--- src/rtl/cpu_pkg.sv ---
// cpu_pkg: shared widths, loader state encoding and error codes for the boot loader.
//   ADDR_W / INSTR_W : instruction memory address / word widths
//   MAX_WORDS        : longest program that fits below the CPU's stop address
package cpu_pkg;
    localparam int ADDR_W    = 10;
    localparam int INSTR_W   = 18;
    localparam int MAX_WORDS = 1022;

    typedef enum logic [2:0] {
        IDLE,
        LEN_LO,
        LEN_HI,
        DATA,
        CHECK,
        DONE,
        ERROR
    } loader_state_t;

    localparam logic [1:0] ERR_NONE     = 2'd0;
    localparam logic [1:0] ERR_LENGTH   = 2'd1;
    localparam logic [1:0] ERR_FORMAT   = 2'd2;
    localparam logic [1:0] ERR_CHECKSUM = 2'd3;
endpackage

--- src/rtl/word_packer.sv ---
// word_packer: assembles three little-endian stream bytes into one instruction word.
//   clk, reset : clock, asynchronous active-high reset
//   clear      : restart at byte 0 (new session)
//   byte_en    : a payload byte is transferred this cycle
//   in_byte    : the payload byte
//   word_valid : this cycle's byte completes a word (b2)
//   word       : {b2[1:0], b1, b0}, meaningful while word_valid
//   fmt_err    : b2 has bits set above the word width, meaningful while word_valid
module word_packer
    import cpu_pkg::*;
(
    input  logic               clk,
    input  logic               reset,
    input  logic               clear,
    input  logic               byte_en,
    input  logic [7:0]         in_byte,
    output logic               word_valid,
    output logic [INSTR_W-1:0] word,
    output logic               fmt_err
);
    logic [1:0] idx;
    logic [7:0] b0, b1;

    always_ff @(posedge clk or posedge reset) begin
        if (reset) begin
            idx <= 2'd0;
            b0  <= 8'd0;
            b1  <= 8'd0;
        end else if (clear) begin
            idx <= 2'd0;
        end else if (byte_en) begin
            idx <= (idx == 2'd2) ? 2'd0 : idx + 2'd1;
            if (idx == 2'd0) b0 <= in_byte;
            if (idx == 2'd1) b1 <= in_byte;
        end
    end

    // b2 is consumed directly from the stream so the word is ready in its transfer cycle
    assign word_valid = byte_en && (idx == 2'd2);
    assign word       = {in_byte[1:0], b1, b0};
    assign fmt_err    = |in_byte[7:2];
endmodule

--- src/rtl/program_loader.sv ---
// program_loader: boot loader streaming a checksummed program into instruction memory, then releasing the CPU.
//   clk, reset            : clock, asynchronous active-high reset
//   start                 : one-cycle pulse opening a session (ignored while busy)
//   in_valid/in_byte      : byte stream source; in_ready accepts it
//   imem_we/addr/wdata    : one-cycle write per assembled word
//   cpu_hold              : CPU reset, released only on a verified load
//   busy, done, error     : session status; done/error sticky until next start
//   err_code              : 0 none, 1 length, 2 format, 3 checksum
//   words_loaded          : words written in the current session
module program_loader
    import cpu_pkg::*;
(
    input  logic               clk,
    input  logic               reset,
    input  logic               start,
    input  logic               in_valid,
    input  logic [7:0]         in_byte,
    output logic               in_ready,
    output logic               imem_we,
    output logic [ADDR_W-1:0]  imem_addr,
    output logic [INSTR_W-1:0] imem_wdata,
    output logic               cpu_hold,
    output logic               busy,
    output logic               done,
    output logic               error,
    output logic [1:0]         err_code,
    output logic [ADDR_W:0]    words_loaded
);
    loader_state_t      state;
    logic [ADDR_W:0]    n_words;
    logic [7:0]         chk;
    logic               xfer, start_ok, word_valid, fmt_err;
    logic [ADDR_W:0]    len;
    logic [INSTR_W-1:0] word;

    always_comb begin
        xfer     = in_valid && in_ready;
        start_ok = start && (state == IDLE || state == DONE || state == ERROR);
        len      = {in_byte[2:0], n_words[7:0]};
    end

    word_packer u_packer (
        .clk        (clk),
        .reset      (reset),
        .clear      (start_ok),
        .byte_en    (xfer && state == DATA),
        .in_byte    (in_byte),
        .word_valid (word_valid),
        .word       (word),
        .fmt_err    (fmt_err)
    );

    always_ff @(posedge clk or posedge reset) begin
        if (reset) begin
            state        <= IDLE;
            n_words      <= '0;
            chk          <= 8'd0;
            in_ready     <= 1'b0;
            imem_we      <= 1'b0;
            imem_addr    <= '0;
            imem_wdata   <= '0;
            cpu_hold     <= 1'b1;
            busy         <= 1'b0;
            done         <= 1'b0;
            error        <= 1'b0;
            err_code     <= ERR_NONE;
            words_loaded <= '0;
        end else begin
            imem_we <= 1'b0;
            if (start_ok) begin
                state        <= LEN_LO;
                in_ready     <= 1'b1;
                busy         <= 1'b1;
                cpu_hold     <= 1'b1;
                chk          <= 8'd0;
                words_loaded <= '0;
                done         <= 1'b0;
                error        <= 1'b0;
                err_code     <= ERR_NONE;
            end else if (xfer) begin
                case (state)
                    LEN_LO: begin
                        n_words <= {3'd0, in_byte};
                        state   <= LEN_HI;
                    end
                    LEN_HI: begin
                        n_words <= len;
                        if (len == '0 || len > (ADDR_W+1)'(MAX_WORDS)) begin
                            state    <= ERROR;
                            in_ready <= 1'b0;
                            busy     <= 1'b0;
                            error    <= 1'b1;
                            err_code <= ERR_LENGTH;
                        end else begin
                            state <= DATA;
                        end
                    end
                    DATA: begin
                        chk <= chk ^ in_byte;
                        if (word_valid && fmt_err) begin
                            state    <= ERROR;
                            in_ready <= 1'b0;
                            busy     <= 1'b0;
                            error    <= 1'b1;
                            err_code <= ERR_FORMAT;
                        end else if (word_valid) begin
                            imem_we      <= 1'b1;
                            imem_addr    <= words_loaded[ADDR_W-1:0];
                            imem_wdata   <= word;
                            words_loaded <= words_loaded + 1'b1;
                            if (words_loaded + 1'b1 == n_words) state <= CHECK;
                        end
                    end
                    CHECK: begin
                        in_ready <= 1'b0;
                        busy     <= 1'b0;
                        if (in_byte == chk) begin
                            state    <= DONE;
                            done     <= 1'b1;
                            cpu_hold <= 1'b0;
                        end else begin
                            state    <= ERROR;
                            error    <= 1'b1;
                            err_code <= ERR_CHECKSUM;
                        end
                    end
                    default: state <= state;
                endcase
            end
        end
    end
endmodule

--- config.mk ---
export PLATFORM = sky130hd
export DESIGN_NAME = program_loader
export DESIGN_NICKNAME = d
export VERILOG_FILES = /design/src/rtl/cpu_pkg.sv /design/src/rtl/word_packer.sv /design/src/rtl/program_loader.sv
export SDC_FILE = /design/constraint.sdc
export NUM_CORES = 1
export LEC_CHECK = 0
export ABC_AREA = 1
export ABC_CLOCK_PERIOD_IN_PS = 2900
export CORE_MARGIN = 5
export CORE_UTILIZATION = 45
export CTS_BUF_LIST = sky130_fd_sc_hd__clkbuf_8
export CTS_CLUSTER_DIAMETER = 80
export DETAILED_ROUTE_END_ITERATION = 6
export DONT_BUFFER_PORTS = 1
export GPL_ROUTABILITY_DRIVEN = 1
export SLEW_MARGIN = 20
export SYNTH_ARGS = -nofsm -noshare
export SYNTH_HDL_FRONTEND = slang
export SYNTH_SLANG_ARGS = --single-unit
--- constraint.sdc ---
create_clock -name clk -period 2.9 [get_ports clk]
set_clock_uncertainty 0.15 [all_clocks]
set_input_delay 0.58 -clock clk [delete_from_list [all_inputs] [get_ports clk]]
set_output_delay 0.58 -clock clk [all_outputs]
set_load 0.005 [all_outputs]
==> flow_summary.json, run 1 <==
{
  "cts_tree": "built",
  "crit_type": "register to register",
  "hold_start": "in_byte[0]",
  "switching_power_mw": 1.217,
  "status": "completed",
  "ir_worst_vdd_mv": 0.3025,
  "cts_max_level": 3,
  "p_per_area_mw_per_mm2": 774.6,
  "grt_max_degree": 65,
  "overflow": 0,
  "post-place-ws_ns": 0.5852,
  "grt_pass1_vias": 2966,
  "finalPower_mw": 3.360,
  "fin_crit_sh_pct": 80.64,
  "clk_latency_ns": 0.35,
  "yosys_warnings": 0,
  "io_buffer_count": 0,
  "nets": 495,
  "drt-met1-wl_microns": 4148,
  "fin_crit_ns": 2.339,
  "path_cells": "ha_1 -> nand2_1 -> nor2_2 -> nand2_1 -> o21ai_1 -> nand2_1 -> nand2_1 -> nand2_1 -> nor2_1 -> nand2_1 -> nand2_1 -> nand2_1 -> nand2_1 -> nand2_1",
  "cp_slowest_cell": "dfrtp_1",
  "grt_pass1_wl_microns": 14950,
  "layout_setup_ws_ns": 0.5614,
  "routedWlPerCell_microns": 14.68,
  "critPathLaunch": "words_loaded[0]",
  "comb_power_share_pct": 26.5,
  "track_usage_pct": 16.51,
  "wirelength_microns": 8732,
  "die_y_microns": 104.7,
  "syn2layout_area_growth_pct": 7.437,
  "synthDistinctLibCells": 34,
  "cts_root_buf": "clkbuf_8",
  "synth_flop_cell": "dfrtp_1",
  "ys_seq_elements": 86,
  "post_cts_buffers": 0,
  "cp_top_family": "simple AND/OR/NAND/NOR gates",
  "synth-async-reset-ratio_pct": 100.0,
  "rsz0062_at_grt": "false",
  "yosysSeqAreaShare_pct": 53.33,
  "post_dp_cell_area_sq_mm": 0.004143,
  "vias_per_cell": 5.124,
  "dr_wl_met3_microns": 608,
  "yosysTopAreaCellShare_pct": 52.68,
  "setup_viol": 0,
  "synth_common_cells": "nand2_1, dfrtp_1, inv_1",
  "yosys.area.top_type": "dfrtp_1",
  "swShare_pct": 36.22,
  "p_int_mw": 2.143,
  "syn_area_sq_mm": 0.004038,
  "num_antenna_cells": 0,
  "vias": 3049,
  "dp_hpwl_microns": 6196,
  "startpoint_type": "register",
  "critPathMaxFanout": 8,
  "slew_headroom_pct": 62.53,
  "clk_pin_slew_ns": 0.09,
  "place_congestion": 0.8159,
  "maxCapViolations": 0,
  "fin_area_sq_mm": 0.004338,
  "path_buf_inv": 0,
  "tightestPinTransition_ns": 0.5604,
  "drive_gt1_share_pct": 8.830,
  "fin_hold_ws_ns": 0.2335,
  "coreArea_sq_mm": 0.008721,
  "max_stage_delay_ns": 0.49,
  "antenna_found_initial": 0,
  "setup_tns_ns": 0,
  "p_seq_share_pct": 49.9,
  "syn_area_per_cell_sq_um": 8.429,
  "p_leak_nw": 2.180,
  "required_ns": 3.00,
  "std_cell_rows": 34,
  "clkPwrFrac_pct": 23.6,
  "fp.dieW_microns": 104.7,
  "drtIter0Drc": 180,
  "dieArea_sq_mm": 0.01097,
  "cp-end-kind": "register",
  "fmax_ghz": 0.4276,
  "cts_buffer_depth": 2,
  "hold_path_class": "primary input to register",
  "ant_nets": 0,
  "synth_most_common_cell": "nand2_1",
  "wl_met2_microns": 3848,
  "routed.top_layer": "met4",
  "finalMaxSlewViolations": 0,
  "hold_viol": 0,
  "synth_cells": 479,
  "clock-sinks": 86,
  "cp.arrival_ns": 2.44,
  "syn_nets": 492,
  "drcViolationCount": 0,
  "numCtsBuffers": 9,
  "synthTopCellsByArea": "dfrtp_1, nand2_1, inv_1",
  "synth_edf_count": 0,
  "r2r-start": "words_loaded[0]",
  "crit_top_cell": "nand2_1",
  "ios": 59,
  "start_util_pct": 46.30,
  "drt-pass1-iter-count": 4
}
-- repair_timing --
action,4_1_cts,5_1_grt
hold buffers,1,0
hold endpoints to repair,22,0
resized for setup,0,0
-- power by group through the flow --
| stage | logic [mW] | registers, mW | clock network [mW] |
|---|---|---|---|
| after CTS | 0.902 | 1.68 | 0.820 |
| after global placement | 0.877 | 1.69 | 0 |
| after detailed placement | 0.894 | 1.70 | 0 |
| final | 0.891 | 1.68 | 0.794 |
| after floorplan | 0.745 | 1.64 | 0 |
| after global routing | 1.04 | 1.71 | 0.876 |
-- layout make-up --
cell class	instances	area, sq um
clock buffer	11	151.4
clock inverter	5	33.78
fill	843	4383
inverter	58	222.7
multi-input combinational	322	1577
sequential	86	2153
tap	108	135.1
timing repair buffer	5	65.06
-- kinds of logic after synthesis --
family,Yosys count,share of synthesized area [%]
xor+xnor,10,2.169
buf+inv,71,7.623
simple gates,239,25.72
compound gates,72,10.85
flops,86,53.33
fa+ha+maj,1,0.3098
-- metrics by stage --
stage / cells / util, %
4_1_cts: 595 / 49.74
5_1_grt: 595 / 49.74
2_1_floorplan: 479 / -
6_report: 595 / 49.74
3_5_place_dp: 578 / 47.50
3_3_place_gp: 578 / 47.50
-- registers in the layout (all words and copies together), names as in the netlist --
name,count
imem_we,1
busy,1
words_loaded,11
u_packer.b0,8
done,1
chk,8
n_words,11
u_packer.idx,2
imem_addr,10
state,3
error,1
err_code,2
imem_wdata,18
u_packer.b1,8
cpu_hold,1
-- per-layer routing --
| metal | up-vias | global-route usage (%) |
|---|---|---|
| met5 | - | 0 |
| li1 | 1549 | - |
| met1 | 1424 | 22.71 |
| met4 | 0 | 5.753 |
| met3 | 10 | 5.179 |
| met2 | 66 | 24.69 |
-- cells in the final DEF, fill, tap and decap left out, types with 5 or more instances in the layout --
cell and instances:
o31ai_1 8, inv_1 53, o21ai_0 31, a22oi_1 5, dfrtp_1 85, nand4_1 7
nor2_1 26, nand3_1 34, clkbuf_8 11, a21oi_1 7, nand2_1 153, nor3_1 6
xnor2_1 5, xor2_1 5, o21ai_1 11
-- final timing paths --
kind                                 end  slack (ns)  cells after the start
setup / recovery                state[1]        0.56                     14
hold / removal                n_words[8]        0.23                      2
setup reg to reg                state[1]        0.56                     14
hold reg to reg            imem_wdata[4]        0.33                      2
max in group asynchronous       cpu_hold        1.27                      3
min in group asynchronous   imem_addr[0]        0.59                      2
Power figures use the tool's default switching activity.
==> run 2: changes to the inputs <==
- ABC_CLOCK_PERIOD_IN_PS: 2900 -> 2300
- clock period: 2.9 -> 2.3 ns (I/O delays scaled with it)
==> flow_summary.json, run 2 (synthesis gave the netlist of run 1 again) <==
{
  "status": "completed",
  "cts_root_buf": "clkbuf_8",
  "cts_max_level": 3,
  "drtIter0Drc": 153,
  "coreArea_sq_mm": 0.008721,
  "ios": 59,
  "drt-met1-wl_microns": 4257,
  "fin_hold_ws_ns": 0.1075,
  "overflow": 0,
  "fin_crit_ns": 2.094,
  "worst_hold_path.endpoint": "n_words[8]",
  "fmax_ghz": 0.4775,
  "switching_power_mw": 1.518,
  "maxCapViolations": 0,
  "die_y_microns": 104.7,
  "fin_crit_sh_pct": 91.06,
  "p_leak_nw": 2.216,
  "track_usage_pct": 16.82,
  "nets": 502,
  "r2r-start": "words_loaded[1]",
  "numCtsBuffers": 9,
  "startpoint_type": "register",
  "dieArea_sq_mm": 0.01097,
  "top_regs": "imem_wdata (18), n_words (11), words_loaded (11)",
  "p_seq_share_pct": 49.0,
  "routed.top_layer": "met4",
  "vias_per_cell": 5.178,
  "top_register": "imem_wdata",
  "comb_power_share_pct": 26.4,
  "grt_pass1_vias": 3019,
  "whs_path_depth": 2,
  "layout_setup_ws_ns": 0.2057,
  "cts_tree": "built",
  "p_int_mw": 2.812,
  "grt_pass1_wl_microns": 15130,
  "setup_viol": 0,
  "routedWlPerCell_microns": 14.85,
  "antenna_found_initial": 0,
  "p_per_area_mw_per_mm2": 977.2,
  "post_layout_nonfiller_instances": 600,
  "r2r_cells": 15,
  "drt-pass1-iter-count": 4,
  "std_cell_rows": 34,
  "crit_type": "register to register",
  "hold_path_class": "primary input to register",
  "slew_headroom_pct": 64.59,
  "critPathMaxFanout": 5,
  "dr_wl_met3_microns": 638,
  "ant_nets": 0,
  "largest_register_ff_count": 18,
  "ir_worst_vdd_mv": 0.3522,
  "post-place-ws_ns": 0.1418,
  "wirelength_microns": 8909,
  "dp_cells": 584,
  "fillers": 819,
  "setup_tns_ns": 0,
  "wl_met2_microns": 3897,
  "grt_max_degree": 47,
  "required_ns": 2.40,
  "post-route-util_pct": 50.80,
  "mostFrequentLayoutCell": "nand2_1",
  "hold_viol": 0,
  "num_antenna_cells": 0,
  "hold_start": "in_byte[0]",
  "clk_pin_slew_ns": 0.09,
  "drcViolationCount": 0,
  "finalMaxSlewViolations": 0,
  "clkPwrFrac_pct": 24.7,
  "place_congestion": 0.8236,
  "cp-end-kind": "register",
  "clock-sinks": 86,
  "swShare_pct": 35.06,
  "vias": 3107,
  "regArea_sq_mm": 0.002153,
  "reg2reg_to": "state[1]",
  "multiInputGateArea_sq_mm": 0.001605,
  "dp_hpwl_microns": 6451,
  "rrSetupSlack_ns": 0.21,
  "cts_buffer_depth": 2,
  "final_cell_mix": "nand2_1, dfrtp_1, inv_1, nand3_1, o21ai_0",
  "start_util_pct": 46.30,
  "cp.arrival_ns": 2.19,
  "drive_gt1_share_pct": 11.18,
  "syn2layout_area_growth_pct": 9.730,
  "io_buffer_count": 0,
  "fp.dieW_microns": 104.7,
  "tightestPinTransition_ns": 0.5297,
  "clk_latency_ns": 0.35
}
[run 2: how the worst max path moves through the flow]
stage | from | end | slack [ns] | cells after the start
global route | words_loaded[0] | state[1] | -0.02 | 15
finish | words_loaded[1] | state[1] | 0.21 | 15
global placement | words_loaded[0] | state[1] | 0.22 | 14
floorplan | words_loaded[0] | state[2] | 0.28 | 14
CTS | words_loaded[1] | state[1] | 0.12 | 14
detailed placement | words_loaded[1] | state[1] | 0.14 | 14
[run 2: layout make-up]
type | count | share of cell area, %
inverters | 58 | 5.027
multi-input cells | 322 | 36.23
well taps | 108 | 3.050
repair buffers | 12 | 2.655
clock buffers | 11 | 3.417
clock inverters | 3 | 1.017
flip-flops and latches | 86 | 48.60
[run 2: power groups by stage]
stage | Sequential, mW | Combinational [mW] | Clock, mW
after global placement | 2.13 | 1.12 | 0
after detailed placement | 2.15 | 1.15 | 0
final | 2.12 | 1.14 | 1.07
after global routing | 2.17 | 1.35 | 1.17
after floorplan | 2.07 | 0.939 | 0
after CTS | 2.12 | 1.16 | 1.10
[run 2: layer usage]
layer  up-vias  GRT usage, %
met1      1460         23.85
met2        77         24.64
met3         8         5.179
li1       1562             -
met5         -             0
met4         0         5.479
[run 2: worst max-delay path: stages (launching register included)]
cell,delay [ns]
dfrtp_1,0.36
ha_1,0.19
nand2_2,0.11
nor2_4,0.18
buf_4,0.13
nand3_1,0.09
nand3_1,0.10
nand2_1,0.05
inv_1,0.04
nand3_1,0.06
nor2_1,0.09
nand2_1,0.09
nand2_2,0.10
nand2_1,0.10
nand2_1,0.09
nand2_1,0.05
[run 2: repair_timing]
| action | 4_1_cts | 5_1_grt |
|---|---|---|
| hold buffers | 1 | 0 |
| endpoints found under the hold margin | 19 | 0 |
| setup buffers | 0 | 1 |
| gates resized for setup | 0 | 8 |
| endpoints found under the setup margin | 0 | 3 |
[run 2: metrics by stage]
stage | area [sq um] | total power [mW]
floorplan | 4041 | 3.010
global placement | 4188 | 3.252
detailed placement | 4188 | 3.294
CTS | 4394 | 4.372
global route | 4431 | 4.691
finish | 4431 | 4.330
==> run 3: changes to the inputs <==
- ABC_CLOCK_PERIOD_IN_PS: 2300 -> default
- PLACE_DENSITY: default -> 0.59
==> flow_summary.json, run 3 (synthesis gave the netlist of run 1 again) <==
{
  "ir_worst_vdd_mv": 0.3682,
  "critPathMaxFanout": 6,
  "routedWlPerCell_microns": 14.75,
  "drcViolationCount": 0,
  "r2r_cells": 13,
  "ant_nets": 0,
  "drt-met1-wl_microns": 4136,
  "worst_hold_path.endpoint": "n_words[8]",
  "p_leak_nw": 2.199,
  "largest_register_ff_count": 18,
  "hold_path_class": "primary input to register",
  "coreArea_sq_mm": 0.008721,
  "reg2reg_to": "state[2]",
  "cts_buffer_depth": 2,
  "tightestPinTransition_ns": 0.5441,
  "routed.top_layer": "met4",
  "drive_gt1_share_pct": 10.18,
  "whs_path_depth": 2,
  "multiInputGateArea_sq_mm": 0.001594,
  "swShare_pct": 36.01,
  "vias_per_cell": 5.199,
  "slew_headroom_pct": 63.63,
  "top_register": "imem_wdata",
  "numCtsBuffers": 9,
  "r2r-start": "words_loaded[3]",
  "mostFrequentLayoutCell": "nand2_1",
  "p_per_area_mw_per_mm2": 963.1,
  "io_buffer_count": 0,
  "ios": 59,
  "required_ns": 2.40,
  "fmax_ghz": 0.4861,
  "startpoint_type": "register",
  "grt_pass1_wl_microns": 14950,
  "cts_root_buf": "clkbuf_8",
  "crit_type": "register to register",
  "cts_tree": "built",
  "grt_pass1_vias": 2995,
  "grt_max_degree": 50,
  "nets": 500,
  "switching_power_mw": 1.520,
  "cp-end-kind": "register",
  "comb_power_share_pct": 27.1,
  "cp.arrival_ns": 2.16,
  "setup_tns_ns": 0,
  "hold_viol": 0,
  "antenna_found_initial": 0,
  "maxCapViolations": 0,
  "place_congestion": 0.8233,
  "post-place-ws_ns": 0.1786,
  "top_regs": "imem_wdata (18), n_words (11), words_loaded (11)",
  "vias": 3114,
  "wirelength_microns": 8835,
  "drtIter0Drc": 154,
  "finalMaxSlewViolations": 0,
  "dieArea_sq_mm": 0.01097,
  "layout_setup_ws_ns": 0.2430,
  "regArea_sq_mm": 0.002153,
  "hold_start": "in_byte[0]",
  "track_usage_pct": 16.71,
  "clk_latency_ns": 0.35,
  "fin_crit_sh_pct": 89.43,
  "dp_hpwl_microns": 6362,
  "overflow": 0,
  "fin_crit_ns": 2.057,
  "post_cts_buffers": 0,
  "dr_wl_met3_microns": 689,
  "fin_hold_ws_ns": 0.1123,
  "wl_met2_microns": 3905,
  "cts_max_level": 3,
  "clkPwrFrac_pct": 22.9,
  "drt-pass1-iter-count": 5,
  "std_cell_rows": 34,
  "setup_viol": 0,
  "syn2layout_area_growth_pct": 8.553,
  "status": "completed",
  "rrSetupSlack_ns": 0.24,
  "num_antenna_cells": 0,
  "clock-sinks": 86,
  "rsz0062_at_grt": "false",
  "fp.dieW_microns": 104.7,
  "die_y_microns": 104.7,
  "p_seq_share_pct": 50.0,
  "p_int_mw": 2.701,
  "final_cell_mix": "nand2_1, dfrtp_1, inv_1, nand3_1, o21ai_0",
  "fillers": 840,
  "start_util_pct": 46.30,
  "clk_pin_slew_ns": 0.08
}
[run 3: critical path, stage by stage (launching register included)]
cell and delay [ns]:
dfrtp_1 0.45, nand2_1 0.18, nor2_4 0.20, nand2_1 0.11
o21ai_1 0.16, nand2_1 0.10, nand2_1 0.07, nand2_1 0.04
nor2_1 0.09, nand2_1 0.09, nand2_2 0.10, nand2_1 0.09
nand2_1 0.08, nand2_1 0.05
[run 3: layout make-up]
class                   instances  area share (%)
flip-flops and latches         86           49.13
multi-input cells             322           36.37
inverters                      58           5.081
clock buffers                  11           3.454
well taps                     108           3.083
repair buffers                 10           2.341
clock inverters                 4          0.5424
[run 3: worst max-delay path by stage]
stage	startpoint	to	slack [ns]	cells past startpoint
4_1_cts	words_loaded[1]	state[2]	0.15	14
5_1_grt	words_loaded[3]	state[2]	0.001	13
3_3_place_gp	words_loaded[0]	state[2]	0.22	14
2_1_floorplan	words_loaded[0]	state[2]	0.28	14
3_5_place_dp	words_loaded[1]	state[2]	0.18	14
6_report	words_loaded[3]	state[2]	0.24	13
[run 3: stage by stage]
stage | total power, mW | utilization [%] | instance area [sq um] | std cells
after global routing | 4.566 | 50.26 | 4383 | 599
after floorplan | 3.010 | - | 4041 | 479
final | 4.221 | 50.26 | 4383 | 599
after detailed placement | 3.286 | 47.93 | 4180 | 583
after CTS | 4.265 | 50.06 | 4365 | 599
after global placement | 3.258 | 47.93 | 4180 | 583
[run 3: power by group through the flow]
stage          logic, mW  registers [mW]  clock network (mW)
6_report            1.14            2.11               0.968
5_1_grt             1.33            2.16                1.07
4_1_cts             1.16            2.11                1.00
3_5_place_dp        1.15            2.14                   0
3_3_place_gp        1.13            2.13                   0
2_1_floorplan      0.939            2.07                   0
[run 3: metal layers]
metal,up-vias,global-route usage (%)
met2,76,24.55
met1,1475,23.02
met5,-,0
met3,8,6.473
li1,1555,-
met4,0,4.932
[run 3: timing repair]
item,in CTS,in global routing
hold buffers,1,0
endpoints found under the setup margin,0,3
hold endpoints to repair,15,0
resized for setup,0,5
